`config.mk`:
```
export PLATFORM = sky130hd
export DESIGN_NAME = instr_fetch_unit_flat
export DESIGN_NICKNAME = d
export VERILOG_FILES = /design/src/rtl/cpu_pkg.sv /design/src/rtl/instr_fetch_unit_if.sv /design/src/rtl/fetch_timeout_ctr.sv /design/src/rtl/instr_fetch_unit.sv /design/src/flat_wrapper.sv
export SDC_FILE = /design/constraint.sdc
export NUM_CORES = 1
export LEC_CHECK = 0
export CORE_MARGIN = 3
export CORE_UTILIZATION = 45
export CTS_CLUSTER_SIZE = 30
export DETAILED_ROUTE_END_ITERATION = 7
export GPL_TIMING_DRIVEN = 0
export PLACE_DENSITY = 0.84
export SETUP_SLACK_MARGIN = 0.2
export SYNTH_ARGS = -nofsm -noshare
export SYNTH_HDL_FRONTEND = slang
export SYNTH_SLANG_ARGS = --single-unit
```
`constraint.sdc`:
```
create_clock -name clk -period 4.6 [get_ports clk]
set_clock_uncertainty 0.15 [all_clocks]
set_input_delay 0.92 -clock clk [delete_from_list [all_inputs] [get_ports clk]]
set_output_delay 0.92 -clock clk [all_outputs]
set_load 0.03 [all_outputs]
```
`src/rtl/cpu_pkg.sv`:
```
// rtl/cpu_pkg.sv - shared types and constants for the fetch slice
// Purpose: opcode constants, fetch FSM state encoding and default widths
//          used by the fetch unit, its bus interface and its sub-modules.
// Ports:   none (package).
package cpu_pkg;

  localparam int PC_W_DEF    = 8;
  localparam int INSTR_W_DEF = 16;

  localparam logic [3:0] OP_HALT = 4'b0000;
  localparam logic [3:0] OP_JMP  = 4'b0101;
  localparam logic [3:0] OP_BEQ  = 4'b0110;

  typedef enum logic [1:0] {
    REQ    = 2'd0,
    RETRY  = 2'd1,
    ISSUE  = 2'd2,
    HALTED = 2'd3
  } fetch_state_t;

endpackage

```
`src/rtl/instr_fetch_unit_if.sv`:
```
// rtl/instr_fetch_unit_if.sv - imem request/ack bus and decode valid/ready bus
// Purpose: groups the instruction-memory handshake and the decode handshake.
// Ports (signals):
//   imem_req/imem_addr    fetch unit -> memory request and address
//   imem_ack/imem_rdata   memory -> fetch unit acknowledge and instruction word
//   instr_valid/instr     fetch unit -> decode instruction
//   instr_ready           decode -> fetch unit accept
// Modports: master = fetch unit side, slave = memory/decode side.
interface instr_fetch_unit_if
  import cpu_pkg::*;
#(
  parameter int PC_W    = PC_W_DEF,
  parameter int INSTR_W = INSTR_W_DEF
);
  logic               imem_req;
  logic [PC_W-1:0]    imem_addr;
  logic               imem_ack;
  logic [INSTR_W-1:0] imem_rdata;
  logic               instr_valid;
  logic [INSTR_W-1:0] instr;
  logic               instr_ready;

  modport master (
    output imem_req, imem_addr, instr_valid, instr,
    input  imem_ack, imem_rdata, instr_ready
  );

  modport slave (
    input  imem_req, imem_addr, instr_valid, instr,
    output imem_ack, imem_rdata, instr_ready
  );
endinterface

```
`src/rtl/fetch_timeout_ctr.sv`:
```
// rtl/fetch_timeout_ctr.sv - imem wait counter with terminal-count pulse
// Purpose: counts enabled cycles; tc_o pulses on the enabled cycle where the
//          count equals TIMEOUT-1, and the counter self-clears on that pulse.
// Ports:
//   clk, rst_n  clock, asynchronous active-low reset
//   clr_i       synchronous clear (priority over enable)
//   en_i        count enable
//   tc_o        terminal-count pulse
module fetch_timeout_ctr #(
  parameter int TIMEOUT = 15
) (
  input  logic clk,
  input  logic rst_n,
  input  logic clr_i,
  input  logic en_i,
  output logic tc_o
);

  logic [7:0] cnt_q, cnt_d;

  assign tc_o = en_i && (cnt_q == 8'(TIMEOUT - 1));

  always_comb begin
    cnt_d = cnt_q;
    if (clr_i || tc_o) begin
      cnt_d = '0;
    end else if (en_i) begin
      cnt_d = cnt_q + 8'd1;
    end
  end

  always_ff @(posedge clk or negedge rst_n) begin
    if (!rst_n) begin
      cnt_q <= '0;
    end else begin
      cnt_q <= cnt_d;
    end
  end

endmodule

```
`src/rtl/instr_fetch_unit.sv`:
```
// rtl/instr_fetch_unit.sv - non-pipelined instruction fetch with PC register
// Purpose: holds the PC, fetches one instruction per step over imem req/ack,
//          presents it to decode over valid/ready, loads pc_next on accept,
//          retries after an imem timeout and stops on the halt opcode.
// Ports:
//   clk, rst_n  clock, asynchronous active-low reset
//   pc_next     next PC from next-PC logic, sampled on accept
//   pc_now      current PC register
//   halted      sticky: halt instruction retired
//   fetch_err   sticky: at least one imem timeout
//   bus         master side of instr_fetch_unit_if (imem + decode handshakes)
module instr_fetch_unit
  import cpu_pkg::*;
#(
  parameter int              PC_W     = PC_W_DEF,
  parameter int              INSTR_W  = INSTR_W_DEF,
  parameter logic [PC_W-1:0] RESET_PC = '0,
  parameter int              TIMEOUT  = 15,
  parameter logic [3:0]      HALT_OP  = OP_HALT
) (
  input  logic                clk,
  input  logic                rst_n,
  input  logic [PC_W-1:0]     pc_next,
  output logic [PC_W-1:0]     pc_now,
  output logic                halted,
  output logic                fetch_err,
  instr_fetch_unit_if.master  bus
);

  fetch_state_t       state_q, state_d;
  logic [PC_W-1:0]    pc_q, pc_d;
  logic [INSTR_W-1:0] instr_q, instr_d;
  logic               err_q, err_d;
  // run_q keeps imem_req low while in reset and for the release cycle, so the
  // first request appears the cycle after the first clock edge out of reset.
  logic               run_q;
  logic               in_req;
  logic               ctr_clr, ctr_en, ctr_tc;
  logic [3:0]         opcode;

  assign in_req  = (state_q == REQ) && run_q;
  assign opcode  = instr_q[INSTR_W-1 -: 4];
  assign ctr_en  = in_req && !bus.imem_ack;
  assign ctr_clr = !in_req || bus.imem_ack;

  fetch_timeout_ctr #(
    .TIMEOUT (TIMEOUT)
  ) u_timeout_ctr (
    .clk   (clk),
    .rst_n (rst_n),
    .clr_i (ctr_clr),
    .en_i  (ctr_en),
    .tc_o  (ctr_tc)
  );

  always_comb begin
    state_d = state_q;
    pc_d    = pc_q;
    instr_d = instr_q;
    err_d   = err_q;
    unique case (state_q)
      REQ: begin
        // ack beats timeout when both land on the same cycle
        if (in_req && bus.imem_ack) begin
          instr_d = bus.imem_rdata;
          state_d = ISSUE;
        end else if (ctr_tc) begin
          err_d   = 1'b1;
          state_d = RETRY;
        end
      end
      RETRY: begin
        state_d = REQ;
      end
      ISSUE: begin
        if (bus.instr_ready) begin
          pc_d    = pc_next;
          state_d = (opcode == HALT_OP) ? HALTED : REQ;
        end
      end
      HALTED: begin
        state_d = HALTED;
      end
      default: begin
        state_d = REQ;
      end
    endcase
  end

  always_ff @(posedge clk or negedge rst_n) begin
    if (!rst_n) begin
      state_q <= REQ;
      pc_q    <= RESET_PC;
      instr_q <= '0;
      err_q   <= 1'b0;
      run_q   <= 1'b0;
    end else begin
      state_q <= state_d;
      pc_q    <= pc_d;
      instr_q <= instr_d;
      err_q   <= err_d;
      run_q   <= 1'b1;
    end
  end

  assign pc_now          = pc_q;
  assign halted          = (state_q == HALTED);
  assign fetch_err       = err_q;
  assign bus.imem_req    = in_req;
  assign bus.imem_addr   = pc_q;
  assign bus.instr_valid = (state_q == ISSUE);
  assign bus.instr       = instr_q;

endmodule

```
`src/flat_wrapper.sv`:
```
// flat-port wrapper written by rule: the top's interface ports become plain ports
module instr_fetch_unit_flat import cpu_pkg::*;
#(
  parameter int              PC_W     = PC_W_DEF,
  parameter int              INSTR_W  = INSTR_W_DEF,
  parameter logic [PC_W-1:0] RESET_PC = '0,
  parameter int              TIMEOUT  = 15,
  parameter logic [3:0]      HALT_OP  = OP_HALT
)
  (clk, rst_n, pc_next, pc_now, halted, fetch_err, bus_imem_req, bus_imem_addr, bus_instr_valid, bus_instr, bus_imem_ack, bus_imem_rdata, bus_instr_ready);
  instr_fetch_unit_if #(.PC_W(PC_W), .INSTR_W(INSTR_W)) bus_i ();
  input  logic clk;
  input  logic rst_n;
  input  logic [PC_W-1:0] pc_next;
  output logic [PC_W-1:0] pc_now;
  output logic halted;
  output logic fetch_err;
  output wire logic [$bits(bus_i.imem_req)-1:0] bus_imem_req;
  output wire logic [$bits(bus_i.imem_addr)-1:0] bus_imem_addr;
  output wire logic [$bits(bus_i.instr_valid)-1:0] bus_instr_valid;
  output wire logic [$bits(bus_i.instr)-1:0] bus_instr;
  input wire logic [$bits(bus_i.imem_ack)-1:0] bus_imem_ack;
  input wire logic [$bits(bus_i.imem_rdata)-1:0] bus_imem_rdata;
  input wire logic [$bits(bus_i.instr_ready)-1:0] bus_instr_ready;
  assign bus_imem_req = bus_i.imem_req;
  assign bus_imem_addr = bus_i.imem_addr;
  assign bus_instr_valid = bus_i.instr_valid;
  assign bus_instr = bus_i.instr;
  assign bus_i.imem_ack = bus_imem_ack;
  assign bus_i.imem_rdata = bus_imem_rdata;
  assign bus_i.instr_ready = bus_instr_ready;
  instr_fetch_unit #(.PC_W(PC_W), .INSTR_W(INSTR_W), .RESET_PC(RESET_PC), .TIMEOUT(TIMEOUT), .HALT_OP(HALT_OP)) u_core (.clk(clk), .rst_n(rst_n), .pc_next(pc_next), .pc_now(pc_now), .halted(halted), .fetch_err(fetch_err), .bus(bus_i));
endmodule
```
==> flow_metrics.tcl, run 1 <==
set metrics [dict create \
    overflow 0 \
    rsz0062_at_grt "no" \
    place_area_sq_mm 0.00223 \
    first_pass_iters 4 \
    syn_avg_cell_area_sq_um 13.2 \
    p_per_area_mw_per_mm2 612 \
    final-max-slew-violation-count 0 \
    grt_util_all_layers_pct 18.2 \
    cap_violations 0 \
    seq_power_share_pct 33.5 \
    synth_area_sq_mm 0.00155 \
    cts_max_level 2 \
    final_cells 232 \
    ff2ff_setup_slack_ps 2660 \
    hold_depth 1 \
    area_growth_pct 48.8 \
    critPathKind "register to output pin" \
    fin_ws_ps 1740 \
    grt_use_met1_pct 19.3 \
    yosysSeqAreaShare_pct 58.1 \
    grt_max_degree 37 \
    hp-class "register to register" \
    post_cts_buffers 0 \
    multi_input_area_sq_um 561 \
    ir_drop_uv 323 \
    busiest_layer "met2" \
    syn-instance-count 117 \
    power.switching_w 0.000544 \
    diodes 0 \
    die-area_sq_mm 0.00419 \
    grt_pass1_wl_mm 5.81 \
    combPwrFrac_pct 51.4 \
    period_minus_slack_ps 2860 \
    ys_ff_latch 36 \
    p_total_w 0.00141 \
    clkPwrFrac_pct 15.1 \
    via_count 1164 \
    finalCritPeriodShare_pct 62.2 \
    post-place-cells 224 \
    clock-root-buffer "clkbuf_4" \
    postCtsHoldBufs 0 \
    cts_resized 0 \
    yosysUniqueCellTypes 31 \
    cts.sinks 36 \
    initial_core_util_pct 48.8 \
    met2_usage_pct 33.0 \
    clk_path_buf_depth 2 \
    drive_gt1_share_pct 16.0 \
    numCtsBuffers 5 \
    drc 0 \
    ant_nets 0 \
    yosysWarnings 0 \
    tns_ps 0 \
    required_ps 3530 \
    dp_slack_ps 1870 \
    wl_per_cell_um 14.3 \
    min_from "u_core.bus.instr[10]$_DFFE_PN0P_" \
    setup_viol 0 \
    start_kind "register" \
    die_w_um 64.7 \
    fmax_mhz 350 \
    routabilityCongestion 0.757 \
    regToRegStartpoint "u_core.state_q[1]$_DFFE_PN0P_" \
    path_clk_slew_ps 110 \
    r2r_end "u_core.bus.instr[8]$_DFFE_PN0P_" \
    async_reset_ff_share_pct 100 \
    crit_path_end_kind "output pin" \
    row_count 20 \
    grt_antenna_before_repair 0 \
    status "finished clean" \
    relSlewSlack_pct 49.5 \
    via_per_inst 5.02 \
    hold_viol_final 0 \
    io_pins 64 \
    cp_max_fo 5 \
    met3_usage_pct 6.24 \
    wl_mm 3.32 \
    grt_pass1_vias 1232 \
    io_buffers 63 \
    crit_arrival_ps 1790 \
    fin_nets 217 \
    p_int_w 0.000868 \
    fillers 231 \
    regArea_sq_um 901 \
    p_leak_nw 0.962 \
    syn-num-nets 147 \
    finalInstanceArea_sq_mm 0.00231 \
    synth_edf_count 0 \
    cts_tree "done" \
    reg2regPathDepth 5 \
    min_to "u_core.bus.instr[10]$_DFFE_PN0P_" \
    insertion_delay_ps 330 \
    ys.flop_type "dfrtp_1" \
    switching_share_pct 38.5 \
    worst_slew_pin_slew_ps 758 \
    drtIter0Drc 10 \
    coreArea_sq_mm 0.00318 \
    die_y_um 64.7 \
    hpwl_mm 2.57 \
]
[per-stage QoR]
| step | util [%] | hold slack (ps) |
|---|---|---|
| after floorplan | - | 321 |
| after global placement | 70.4 | 302 |
| after CTS | 72.6 | 347 |
| final | 72.6 | 342 |
| after detailed placement | 70.2 | 324 |
| after global routing | 72.6 | 372 |
[cells by family after synthesis]
logic type,count (synthesis),synth area share [%]
AO/OA/AOI/OAI,14,6.05
XOR/XNOR,1,0.565
adder cells (fa/ha/maj),2,1.61
buffers and inverters,14,5.73
flip-flops,36,58.1
multiplexers,24,17.4
other,1,0.242
AND/OR/NAND/NOR,25,10.3
[power by group through the flow]
stage	combinational, W	sequential [W]	clock, W
after floorplan	0.000233	0.000654	0
after global placement	0.000720	0.000471	0
after detailed placement	0.000734	0.000480	0
after CTS	0.000736	0.000474	0.000220
after global routing	0.000763	0.000489	0.000236
final	0.000726	0.000473	0.000213
[worst max-delay path, cell delays in order (launching register included)]
cell	delay, ps
dfrtp_1	440
nor3b_2	290
clkdlybuf4s50_1	720
[flip-flops by register name (all words and copies together) (netlist names)]
name                        flops
u_core.fetch_err                1
u_core.bus.imem_addr            8
u_core.bus.instr               16
u_core.state_q                  2
u_core.u_timeout_ctr.cnt_q      8
u_core.run_q                    1
[placed cells by master (no fill, tap or decap), types with 3 or more instances in the layout]
| master | n |
|---|---|
| buf_4 | 9 |
| clkdlybuf4s50_1 | 62 |
| clkbuf_4 | 5 |
| buf_2 | 3 |
| a21oi_1 | 5 |
| mux2_1 | 16 |
| nor2_1 | 4 |
| nand2_1 | 4 |
| nand3_1 | 3 |
| mux2_2 | 8 |
| dfrtp_1 | 36 |
| inv_1 | 3 |
[metal layers]
metal  vias to the layer above  wire (um)  share of wire (%)
met5                         -          0                  0
met4                         0         80                2.4
met3                         8        227                6.8
met2                        46       1750                 53
met1                       560       1260                 38
li1                        550          -                  -
[layout make-up]
class,instances,share of cell area (%)
plain buffers,11,3.36
inverters,3,0.488
repair buffers,63,27.1
clock buffers,6,1.79
multi-input cells,67,24.3
clock inverters,2,1.52
flip-flops and latches,36,39.0
well taps,44,2.39
[how the worst max path moves through the flow]
stage                             startpoint                                        end  slack [ps]
5_1_grt        u_core.state_q[1]$_DFFE_PN0P_                               bus_imem_req        1620
6_report       u_core.state_q[1]$_DFFE_PN0P_                               bus_imem_req        1740
3_5_place_dp                    bus_imem_ack              u_core.state_q[0]$_DFFE_PN0P_        1870
4_1_cts        u_core.state_q[0]$_DFFE_PN0P_                               bus_imem_req        1720
3_3_place_gp                           rst_n  u_core.u_timeout_ctr.cnt_q[0]$_DFFE_PN0P_        1740
2_1_floorplan                   bus_imem_ack              u_core.state_q[0]$_DFFE_PN0P_        2480
[synthesized netlist by cell type (2+ instances only)]
| cell type | n | area [sq um] |
|---|---|---|
| mux2_2 | 8 | 90.1 |
| a21oi_1 | 5 | 25.0 |
| and2_1 | 2 | 12.5 |
| nand2_1 | 4 | 15.0 |
| mux2_1 | 16 | 180 |
| o21bai_1 | 2 | 15.0 |
| o21ai_0 | 2 | 10.0 |
| dfrtp_1 | 36 | 901 |
| buf_2 | 2 | 10.0 |
| or4b_1 | 2 | 20.0 |
| buf_4 | 9 | 67.6 |
| ha_1 | 2 | 25.0 |
| nor2_1 | 4 | 15.0 |
| nand3_1 | 3 | 15.0 |
| inv_1 | 3 | 11.3 |
| or3_1 | 2 | 12.5 |
Power figures use the tool's default switching activity.
==> run 2, diff against run 1 <==
--- a/config.mk
+++ b/config.mk
@@ -6,11 +6,11 @@
 export NUM_CORES = 1
 export LEC_CHECK = 0
 export CORE_MARGIN = 3
-export CORE_UTILIZATION = 45
+export CORE_UTILIZATION = 42
 export CTS_CLUSTER_SIZE = 30
 export DETAILED_ROUTE_END_ITERATION = 7
 export GPL_TIMING_DRIVEN = 0
-export PLACE_DENSITY = 0.84
+export PLACE_DENSITY = 0.79
 export SETUP_SLACK_MARGIN = 0.2
 export SYNTH_ARGS = -nofsm -noshare
 export SYNTH_HDL_FRONTEND = slang
==> constraint.sdc (replaced) <==
create_clock -name clk -period 2.84 [get_ports clk]
set_clock_uncertainty 0.15 [all_clocks]
set_input_delay 0.568 -clock clk [delete_from_list [all_inputs] [get_ports clk]]
set_output_delay 0.568 -clock clk [all_outputs]
set_load 0.03 [all_outputs]
==> run 2 against run 1 <==
  * Wire length is 3.8% lower
  * Via count shrank 1.5%
  * Cell count is 0.86% higher
  * Critical path type unchanged
  * Critical endpoint unchanged
  * Highest routed layer unchanged
==> flow_metrics.tcl, run 2 (synthesized netlist as in run 1, its figures left out) <==
set metrics [dict create \
    status "finished clean" \
    cts.sinks 36 \
    row_count 21 \
    grt_pass1_vias 1139 \
    path_clk_slew_ps 70 \
    power.switching_w 0.000871 \
    required_ps 2120 \
    largest_reg_flops 16 \
    io_pins 64 \
    die_y_um 66.8 \
    clkPwrFrac_pct 15.7 \
    cp_max_fo 7 \
    layout_commonest_cell "clkdlybuf4s50_1" \
    drc 0 \
    cts_tree "done" \
    combPwrFrac_pct 51.0 \
    slowest_stage "clkdlybuf4s50_1" \
    grt_antenna_before_repair 0 \
    die-area_sq_mm 0.00446 \
    ir_drop_uv 458 \
    clk_path_buf_depth 2 \
    fin_ws_ps 381 \
    path_delay_family "buffers and inverters" \
    hold_viol_final 0 \
    post_cts_buffers 0 \
    switching_share_pct 38.0 \
    crit_arrival_ps 1740 \
    cp_cell_sequence "nor3b_2 -> clkdlybuf4s50_1" \
    drive_gt1_share_pct 15.4 \
    slowest_delay_ps 730 \
    tns_ps 0 \
    coreArea_sq_mm 0.00344 \
    routabilityCongestion 0.759 \
    postCtsHoldBufs 0 \
    clock-root-buffer "clkbuf_8" \
    layout_common_cells "62 x clkdlybuf4s50_1, 36 x dfrtp_1, 16 x mux2_1" \
    setup_viol 0 \
    die_w_um 66.8 \
    grt_pass1_wl_mm 5.15 \
    final-max-slew-violation-count 0 \
    ff2ff_setup_slack_ps 920 \
    diodes 0 \
    numCtsBuffers 5 \
    via_count 1146 \
    initial_core_util_pct 45.0 \
    grt_max_degree 37 \
    drtIter0Drc 19 \
    cts_resized 0 \
    area_growth_pct 49.9 \
    hp-class "primary input to asynchronous set/reset pin" \
    hpwl_mm 2.49 \
    cp_num_buf_inv 1 \
    rsz0062_at_grt "no" \
    p_leak_nw 0.965 \
    cts_max_level 2 \
    fin_nets 217 \
    seq_power_share_pct 33.3 \
    p_per_area_mw_per_mm2 987 \
    ant_nets 0 \
    first_pass_iters 4 \
    p_int_w 0.00142 \
    cap_violations 0 \
    critPathKind "register to output pin" \
    worst_slew_pin_slew_ps 757 \
    relSlewSlack_pct 49.6 \
    insertion_delay_ps 290 \
    crit_path_end_kind "output pin" \
    fmax_mhz 407 \
    via_per_inst 4.90 \
    dp_slack_ps 520 \
    wl_per_cell_um 13.6 \
    finalCritPeriodShare_pct 86.6 \
    grt_util_all_layers_pct 16.0 \
    wl_mm 3.19 \
    period_minus_slack_ps 2460 \
    start_kind "register" \
    overflow 0 \
    io_buffers 63 \
]
-- run 2: power by group through the flow --
stage,registers (W),logic [W],clock network (W)
final,0.000763,0.00117,0.000360
after global routing,0.000789,0.00123,0.000401
after CTS,0.000767,0.00119,0.000376
after detailed placement,0.000777,0.00118,0
after global placement,0.000761,0.00117,0
after floorplan,0.00106,0.000378,0
-- run 2: per-stage QoR --
stage,util [%],total power [W],instances,area (sq um),hold slack (ps)
2_1_floorplan,-,0.00144,117,1550,122
3_3_place_gp,65.0,0.00193,226,2240,302
5_1_grt,67.5,0.00242,234,2320,254
6_report,67.5,0.00229,234,2320,200
4_1_cts,67.5,0.00233,234,2320,225
3_5_place_dp,64.9,0.00196,226,2230,301
-- run 2: worst paths after layout --
check | startpoint | endpoint | depth (start not counted)
setup / recovery | u_core.state_q[0]$_DFFE_PN0P_ | bus_imem_req | 2
hold / removal | rst_n | u_core.bus.imem_addr[6]$_DFFE_PN0P_ | 1
setup reg to reg | u_core.state_q[0]$_DFFE_PN0P_ | u_core.bus.instr[12]$_DFFE_PN0P_ | 5
hold reg to reg | u_core.fetch_err$_DFFE_PN0P_ | u_core.fetch_err$_DFFE_PN0P_ | 1
max in group asynchronous | rst_n | u_core.bus.instr[14]$_DFFE_PN0P_ | 1
min in group clk | u_core.fetch_err$_DFFE_PN0P_ | u_core.fetch_err$_DFFE_PN0P_ | 1
-- run 2: routing by layer --
layer | wire length [um] | part of all wire [%] | GRT usage, % | up-vias
met1 | 1260 | 39 | 17.0 | 538
met2 | 1570 | 49 | 26.7 | 52
met5 | 0 | 0 | 0 | -
met3 | 298 | 9.3 | 6.75 | 5
met4 | 65 | 2.0 | 8.88 | 0
li1 | - | - | - | 551
-- run 2: final cells by class --
cell class	count	area, sq um
inverter	3	11.3
timing repair buffer	63	626
buffer	11	77.6
multi-input combinational	67	561
fill	264	1120
tap	46	57.6
sequential	36	901
clock buffer	8	90.1
-- run 2: worst reg2reg max path, delay by kind of cell (launching register included) --
| kind | cells | cell delay, ps |
|---|---|---|
| buffers and inverters | 2 | 430 |
| flip-flops | 1 | 450 |
| multiplexers | 1 | 340 |
| AND/OR/NAND/NOR | 2 | 430 |
